[src/rtl/rvx_core_fetch_unit.sv]
// rvx_core_fetch_unit: instruction fetch stage (s0) of the RVX core.
// Holds the fetch PC and keeps at most one request outstanding on the instruction memory port.
// Delivers {pc, instruction} into the s1 register.
// On a trap or a taken branch, the fetch PC is redirected and any in-flight response is
// discarded. A one-entry skid buffer absorbs a response that arrives while s1 is stalled.
//
// Ports
//   clock, reset                  core clock; synchronous active-high reset
//   take_branch_s1, branch_target_s1   branch/jump redirect from s1 (ignored while stalled)
//   trap_taken, trap_target       trap redirect, highest priority
//   stall_s1                      s1 register must hold
//   imem_address/request/grant    request channel, address stable until granted
//   imem_rvalid/rdata             response channel
//   pc_s1, instruction_s1, instruction_valid_s1   s1 register
module rvx_core_fetch_unit #(
  parameter logic [31:0] BOOT_ADDRESS    = 32'h0000_0000,
  parameter logic [31:0] NOP_INSTRUCTION = 32'h0000_0013
) (
  input  logic        clock,
  input  logic        reset,
  input  logic        take_branch_s1,
  input  logic [31:0] branch_target_s1,
  input  logic        trap_taken,
  input  logic [31:0] trap_target,
  input  logic        stall_s1,
  output logic [31:0] imem_address,
  output logic        imem_request,
  input  logic        imem_grant,
  input  logic        imem_rvalid,
  input  logic [31:0] imem_rdata,
  output logic [31:0] pc_s1,
  output logic [31:0] instruction_s1,
  output logic        instruction_valid_s1
);

  typedef enum logic [1:0] {StIdle, StRequest, StWait, StFull} state_e;

  state_e      state_q, state_d;
  logic [31:0] fetch_pc_q, fetch_pc_d;
  logic [31:0] req_addr_q, req_addr_d;
  logic        kill_q, kill_d;
  logic [31:0] pc_s1_q, pc_s1_d;
  logic [31:0] instr_s1_q, instr_s1_d;
  logic        valid_s1_q, valid_s1_d;
  logic [31:0] skid_pc_q, skid_pc_d;
  logic [31:0] skid_instr_q, skid_instr_d;
  logic        skid_valid_q, skid_valid_d;

  logic        response;
  logic        redirect;
  logic [31:0] target;

  assign response = (state_q == StWait) && imem_rvalid;
  assign redirect = trap_taken || (take_branch_s1 && !stall_s1);
  assign target   = (trap_taken ? trap_target : branch_target_s1) & 32'hFFFF_FFFC;

  always_comb begin
    state_d      = state_q;
    fetch_pc_d   = fetch_pc_q;
    req_addr_d   = req_addr_q;
    kill_d       = kill_q;
    pc_s1_d      = pc_s1_q;
    instr_s1_d   = instr_s1_q;
    valid_s1_d   = valid_s1_q;
    skid_pc_d    = skid_pc_q;
    skid_instr_d = skid_instr_q;
    skid_valid_d = skid_valid_q;

    // s1 drains by default whenever it is allowed to advance.
    if (!stall_s1) begin
      valid_s1_d = 1'b0;
      instr_s1_d = NOP_INSTRUCTION;
    end

    unique case (state_q)
      StIdle: state_d = StRequest;
      StRequest: begin
        if (imem_grant) state_d = StWait;
      end
      StWait: begin
        if (response) begin
          state_d = StRequest;
          if (kill_q) begin
            kill_d = 1'b0;
          end else begin
            fetch_pc_d = fetch_pc_q + 32'd4;
            if (!valid_s1_q || !stall_s1) begin
              pc_s1_d    = fetch_pc_q;
              instr_s1_d = imem_rdata;
              valid_s1_d = 1'b1;
            end else begin
              skid_pc_d    = fetch_pc_q;
              skid_instr_d = imem_rdata;
              skid_valid_d = 1'b1;
              state_d      = StFull;
            end
          end
        end
      end
      StFull: begin
        if (!stall_s1) begin
          pc_s1_d      = skid_pc_q;
          instr_s1_d   = skid_instr_q;
          valid_s1_d   = 1'b1;
          skid_valid_d = 1'b0;
          state_d      = StRequest;
        end
      end
      default: state_d = StIdle;
    endcase

    if (redirect) begin
      fetch_pc_d   = target;
      valid_s1_d   = 1'b0;
      instr_s1_d   = NOP_INSTRUCTION;
      skid_valid_d = 1'b0;
      unique case (state_q)
        // The issued (or still pending) request must complete before the target is fetched.
        StRequest: kill_d = 1'b1;
        // A response in this same cycle closes the old request; otherwise it must be killed.
        StWait: begin
          if (response) begin
            kill_d  = 1'b0;
            state_d = StRequest;
          end else begin
            kill_d = 1'b1;
          end
        end
        default: begin
          kill_d  = 1'b0;
          state_d = StRequest;
        end
      endcase
    end

    // The address tracks the fetch PC except while an ungranted request is on the bus.
    if (!(state_q == StRequest && !imem_grant)) req_addr_d = fetch_pc_d;
  end

  always_ff @(posedge clock) begin
    if (reset) begin
      state_q      <= StIdle;
      fetch_pc_q   <= BOOT_ADDRESS;
      req_addr_q   <= BOOT_ADDRESS;
      kill_q       <= 1'b0;
      pc_s1_q      <= BOOT_ADDRESS;
      instr_s1_q   <= NOP_INSTRUCTION;
      valid_s1_q   <= 1'b0;
      skid_pc_q    <= BOOT_ADDRESS;
      skid_instr_q <= NOP_INSTRUCTION;
      skid_valid_q <= 1'b0;
    end else begin
      state_q      <= state_d;
      fetch_pc_q   <= fetch_pc_d;
      req_addr_q   <= req_addr_d;
      kill_q       <= kill_d;
      pc_s1_q      <= pc_s1_d;
      instr_s1_q   <= instr_s1_d;
      valid_s1_q   <= valid_s1_d;
      skid_pc_q    <= skid_pc_d;
      skid_instr_q <= skid_instr_d;
      skid_valid_q <= skid_valid_d;
    end
  end

  assign imem_request         = (state_q == StRequest);
  assign imem_address         = req_addr_q;
  assign pc_s1                = pc_s1_q;
  assign instruction_s1       = instr_s1_q;
  assign instruction_valid_s1 = valid_s1_q;

endmodule

[config.mk]
export PLATFORM = sky130hd
export DESIGN_NAME = rvx_core_fetch_unit
export DESIGN_NICKNAME = d
export VERILOG_FILES = /design/src/rtl/rvx_core_fetch_unit.sv
export SDC_FILE = /design/constraint.sdc
export NUM_CORES = 1
export LEC_CHECK = 0
export BUFFER_PORTS_ARGS = -buffer_cell sky130_fd_sc_hd__buf_2
export CAP_MARGIN = 20
export CORE_AREA = 2 2 143 145
export DETAILED_ROUTE_END_ITERATION = 6
export DIE_AREA = 0 0 145 147
export GPL_TIMING_DRIVEN = 1
export PLACE_DENSITY = 0.72
export REMOVE_ABC_BUFFERS = 1
export SYNTH_ARGS = -nofsm -noshare
export SYNTH_HDL_FRONTEND = slang
export SYNTH_SLANG_ARGS = --single-unit
[constraint.sdc]
create_clock -name clock -period 4.4 [get_ports clock]
set_input_delay 0.44 -clock clock [delete_from_list [all_inputs] [get_ports clock]]
set_output_delay 0.44 -clock clock [all_outputs]
set_load 0.01 [all_outputs]
# Word level (Yosys, flattened, before mapping)
# Index checks and enable logic that the tools add are counted.
totals:
  out_inout_bits: 98
  mem_bits_ro: 0
  input_bits: 103
  mem_bits_rw: 0
  mem_count: 0
  regBits: 196
  latchBits: 0
classes:
  add_sub_neg: 1
  bitwise: 2
  multipliers: 0
  order_cmp: 0
  shifts: 0
  n_mux: 36
  n_eq_ne: 7
  div: 0
  reduce_logical: 16
op_table:
  columns: ["operator", "n"]
  rows:
  - ["two-way mux 32 bit", 14]
  - ["one-hot mux 32 bit (2 select lines)", 2]
  - ["adder 32 x 3 -> 32 bit, second input constant", 1]
  - ["two-way mux 2 bit", 7]
  - ["two-way mux 1 bit", 9]
  - ["one-hot mux 2 bit (4 select lines)", 1]
  - ["!= test 2 bit, second input constant", 3]
  - ["nonzero test 2 bit", 3]
  - ["AND reduction 5 bit", 1]
  - ["== test 2 bit, second input constant", 2]
  - ["one-hot mux 1 bit (2 select lines)", 2]
  - ["one-hot mux 2 bit (2 select lines)", 1]
  - ["AND reduction 4 bit", 1]
  - ["logical AND 1 bit", 3]
  - ["logical NOT 1 bit", 3]
  - ["== test 2 x 1 -> 1 bit, second input constant", 1]
  - ["logical NOT 2 bit", 1]
  - ["logical OR 1 bit", 2]
  - ["!= test 2 x 1 -> 1 bit, second input constant", 1]
  - ["NOT 1 bit", 2]
  - ["AND reduction 2 bit", 1]
  - ["OR reduction 2 bit", 1]

# Logic depth before layout (Yosys ltp)
logic_depth:
  depth_word: 9
  ltp_mapped: 10
  mapped_depth_nobuf: 7

# Least setup slack after synthesis
# OpenSTA, ideal clock, no wires.
synth_path:
  path_type: "register to register"
  startpoint: "register state_q[0]"
  endpoint: "register pc_s1_q[0] (netlist: pc_s1[0])"
  synth_period_minus_slack_ns: 2.297
  n_path_buf: 3
  required_ns: 4.314
  path_slack_ns: 2.103
  arrival_ns: 2.211
  stages_incl_launch_ff: 11
  path_cell_list: "dfxtp_1 > inv_1 > ha_1 > clkbuf_1 > and3b_1 > clkbuf_1 > o21ai_0 > o31ai_1 > clkbuf_1 > nor2_1 > a211oi_1"
synth_between:
  elab_chain_cells: 4
  elab_cells_between_ends: 10
synth_rtl:
  columns: ["element", "line_no", "source"]
  rows:
  - ["start: declaration", "38", "state_e state_q, state_d;"]
  - ["start signal: assignment", "142", "state_q <= StIdle;"]
  - ["start signal: assignment", "153", "state_q <= state_d;"]
  - ["== test 2 bit", "53, 75", null]
  - ["logical AND 1 bit", "53", "assign response = (state_q == StWait) && imem_rvalid;"]
  - ["!= test 2 bit (no source line)", null, null]
  - ["AND reduction 5 bit (no source line)", null, null]
  - ["end signal: assignment", "157", "pc_s1_q <= pc_s1_d;"]
  - ["end: declaration", "42", "logic [31:0] pc_s1_q, pc_s1_d;"]
# Several ways; a longest one is shown, not always the timed one.
# A chain may end at the register's enable or synchronous reset.

# Final worst setup path
layout_path:
  startpoint: "register state_q[0]"
  endpoint: "register pc_s1_q[23] (netlist: pc_s1[23])"
# Same word-level chain as after synthesis.

==> results.tsv <==
stage	metric	value	unit
power	leakagePower	3.96	nW
yosys	synthTopCellsByCount	dfxtp_1, nand2_1, a21oi_1	
status	outcome	completed	
floorplanning	ios	201	
clock_tree	cts_repair_resize_count	0	
timing	setup_violations	0	
critical_path	critPathSlowestCell	o21ai_0	
clock_tree	hold_buffers	0	
clock_tree	cts.sink_count	196	
yosys	synth_top_area_share	44.5	%
timing	tns	0	ns
yosys	synth_top_family_by_area	compound AO/OA/AOI/OAI gates	
clock_tree	clock_latency	0.45	ns
placement	io_buffers	196	
critical_path	required	4.74	ns
yosys	netlist.top_cell.by_area	dfxtp_1	
critical_path	criticalPathCategory	reg2reg	
routing	vias_per_cell	5.58	
yosys	synth_edf_count	0	
yosys	synthSimpleGateAreaFrac	20.1	%
cells_and_area	area_delta_synth_final	19.4	%
yosys	ys_warn_count	0	
timing	fin_skew	0.0127	ns
cells_and_area	num-fill-cells	1861	
critical_path	cp-start-kind	register	
yosys	ys.flop_type	dfxtp_1	
yosys	synth_xor_area_share	1.19	%
critical_path	worstPathCellList	inv_1 -> ha_1 -> and3b_1 -> o21ai_0 -> o31ai_4 -> buf_4 -> a211oi_1	
yosys	synth_compound_area_share	22.1	%
clock_tree	clockBufferDepth	2	
yosys	ys_ff_latch	196	
routing	drt_iter0_drc	544	
cells_and_area	fin_cells	1471	
timing	hold_viol_final	0	
routing	antenna_left	0	
floorplanning	die_h	147	um
global_routing	grt_pass1_wl	39100	um
clock_tree	htree_num_levels	4	
clock_tree	cts_buffers	17	
routing	m1WireLength	11300	um
routing	vias	8212	
routing	remaining_drc_errors	0	
timing	rsz0062_at_grt	false	
critical_path	cp_slowest_stage_delay	0.64	ns
global_routing	grt_pass1_vias	7575	
yosys	yosysSeqAreaShare	44.5	%
timing	period_share	65.5	%
clock_tree	post_cts_buffers	0	
clock_tree	clkTransAtPathRegs	0.07	ns
routing	firstDrtPassIters	5	
critical_path	cp-end-kind	register	
routing	wl	24400	um
yosys	yosys-mux-area-fraction	6.60	%
yosys	async_reset_ff_share	0	%
routing	wl_per_cell	16.6	um
timing	timing.slew.headroom	34.7	%
clock_tree	cts-root-buf	clkbuf_16	
timing	min_period	2.88	ns
placement	dpl.hpwl	15800	um
power	peakVddDrop	272	uV
routing	highest_layer	met5	
floorplanning	die_area	21300	sq um
yosys	synth.most_common_cell	dfxtp_1	
worst_hold_path	holdPathStages	3	
global_routing	grt_usage	22.7	%
worst_hold_path	hold_path.class	in2reg	
cells_and_area	final_nets	1295	
routing	wl_met3	1490	um
clock_tree	cts_tree	done	
yosys	synthAdderAreaFrac	0.852	%
yosys	syn_inst	1048	
timing	max_clock_freq	347	MHz
cells_and_area	final_layout_size_suffix_gt1_share	21.7	%
critical_path	cp_max_fo	40	
timing	worst_slew_pin_slew	0.980	ns
timing	slew_viol_final	0	
global_routing	antenna_found_initial	2	
yosys	ys_types	53	
run	drv_cap	0	
timing	finalHoldWorstSlack	0.237	ns
floorplanning	core	19800	sq um
floorplanning	start_util	44.4	%
power	p_per_area	355	nW/um^2
yosys	syn_area_per_cell	8.41	sq um
global_routing	globalRouteOverflowTotal	0	
floorplanning	std_cell_rows	52	
global_routing	grt_max_degree	82	
floorplanning	die_w	145	um
critical_path	arrival	3.23	ns
routing	wl_met2	11100	um
yosys	synth.cell_area	8810	sq um
placement	dp.cells	1437	
critical_path	ff2ff_path_depth	7	
yosys	synth_top_cells_by_area	dfxtp_1, nand2_1, a21oi_1, mux2i_1, a211oi_1	
placement	globalplace.congestion	0.776	
==> through the flow <==
step           instance area [sq um]  setup WS (ns)  power (mW)  util, %
6_report                       10500           1.52        3.73     53.0
5_1_grt                        10500           1.26        3.87     53.0
4_1_cts                        10500           1.50        3.76     53.0
3_5_place_dp                    9960           1.51        2.30     50.2
3_3_place_gp                    9960           1.55        2.29     50.2
2_1_floorplan                   8450          -1.03        2.10        -
==> kinds of logic after synthesis <==
kind of cell / count (synthesis)
AO/OA/AOI/OAI: 297
multiplexers: 58
buffers and inverters: 105
adder cells (fa/ha/maj): 6
XOR/XNOR: 12
flip-flops: 196
AND/OR/NAND/NOR: 374
==> power by group <==
part	internal [mW]	switching (mW)	total (mW)	leakage [nW]
sequential	1.83	0.0601	1.89	1.59
combinational	0.151	0.220	0.371	2.09
clock	0.765	0.708	1.47	0.275
total	2.74	0.988	3.73	3.96
==> path summary, 6_finish.rpt <==
check / start / end / slack (ns)
max: state_q[0]$_SDFF_PP0_ / pc_s1[23]$_SDFFE_PP0P_ / 1.52
min: imem_rdata[0] / instruction_s1[0]$_SDFF_PP1_ / 0.24
max reg2reg: state_q[0]$_SDFF_PP0_ / pc_s1[23]$_SDFFE_PP0P_ / 1.52
min reg2reg: imem_address[13]$_SDFFE_PP0N_ / imem_address[13]$_SDFFE_PP0N_ / 0.45
==> layer usage <==
metal	track usage [%]	vias to the layer above
met5	0	-
met4	8.76	2
met3	4.57	33
met2	36.3	300
met1	30.3	3829
li1	-	4048
==> registers in the layout, summed over array words and instances, names as in the netlist <==
name and cells:
instruction_valid_s1 1, kill_q 1, skid_instr_q 32, imem_address 32, state_q 2, fetch_pc_q 32, pc_s1 32, skid_pc_q 32
instruction_s1 32
==> final cells by class <==
class / count / area [sq um] / area share, %
antenna: 2 / 5.00 / 0.0476
clock buffer: 20 / 457 / 4.34
clock inverter: 12 / 97.6 / 0.927
inverter: 11 / 41.3 / 0.392
multi-input combinational: 747 / 4540 / 43.1
sequential: 196 / 3920 / 37.3
tap: 270 / 338 / 3.21
timing repair buffer: 213 / 1120 / 10.7
==> worst max-delay path: cells and delay by family, from the launching register on <==
family	cells	cell delay, ns
buffers and inverters	2	0.49
AO/OA/AOI/OAI	3	1.31
adder cells (fa/ha/maj)	1	0.23
AND/OR/NAND/NOR	1	0.32
flip-flops	1	0.44
==> cells in the final DEF, fill, tap and decap left out, types with 10 or more instances in the layout <==
cell,instances
dfxtp_1,196
buf_2,195
nand2_1,175
a21oi_1,114
nor2_1,62
mux2i_1,57
a211oi_1,45
o221ai_1,29
and2_1,28
a22oi_1,26
o21ai_0,23
nand3b_1,22
nor4_1,18
clkbuf_16,17
buf_4,17
nor3_1,15
inv_1,11
nand4_1,11
nand3_1,10
o31ai_1,10
o31a_1,10
Note: power is estimated with default switching activity, not from simulation.
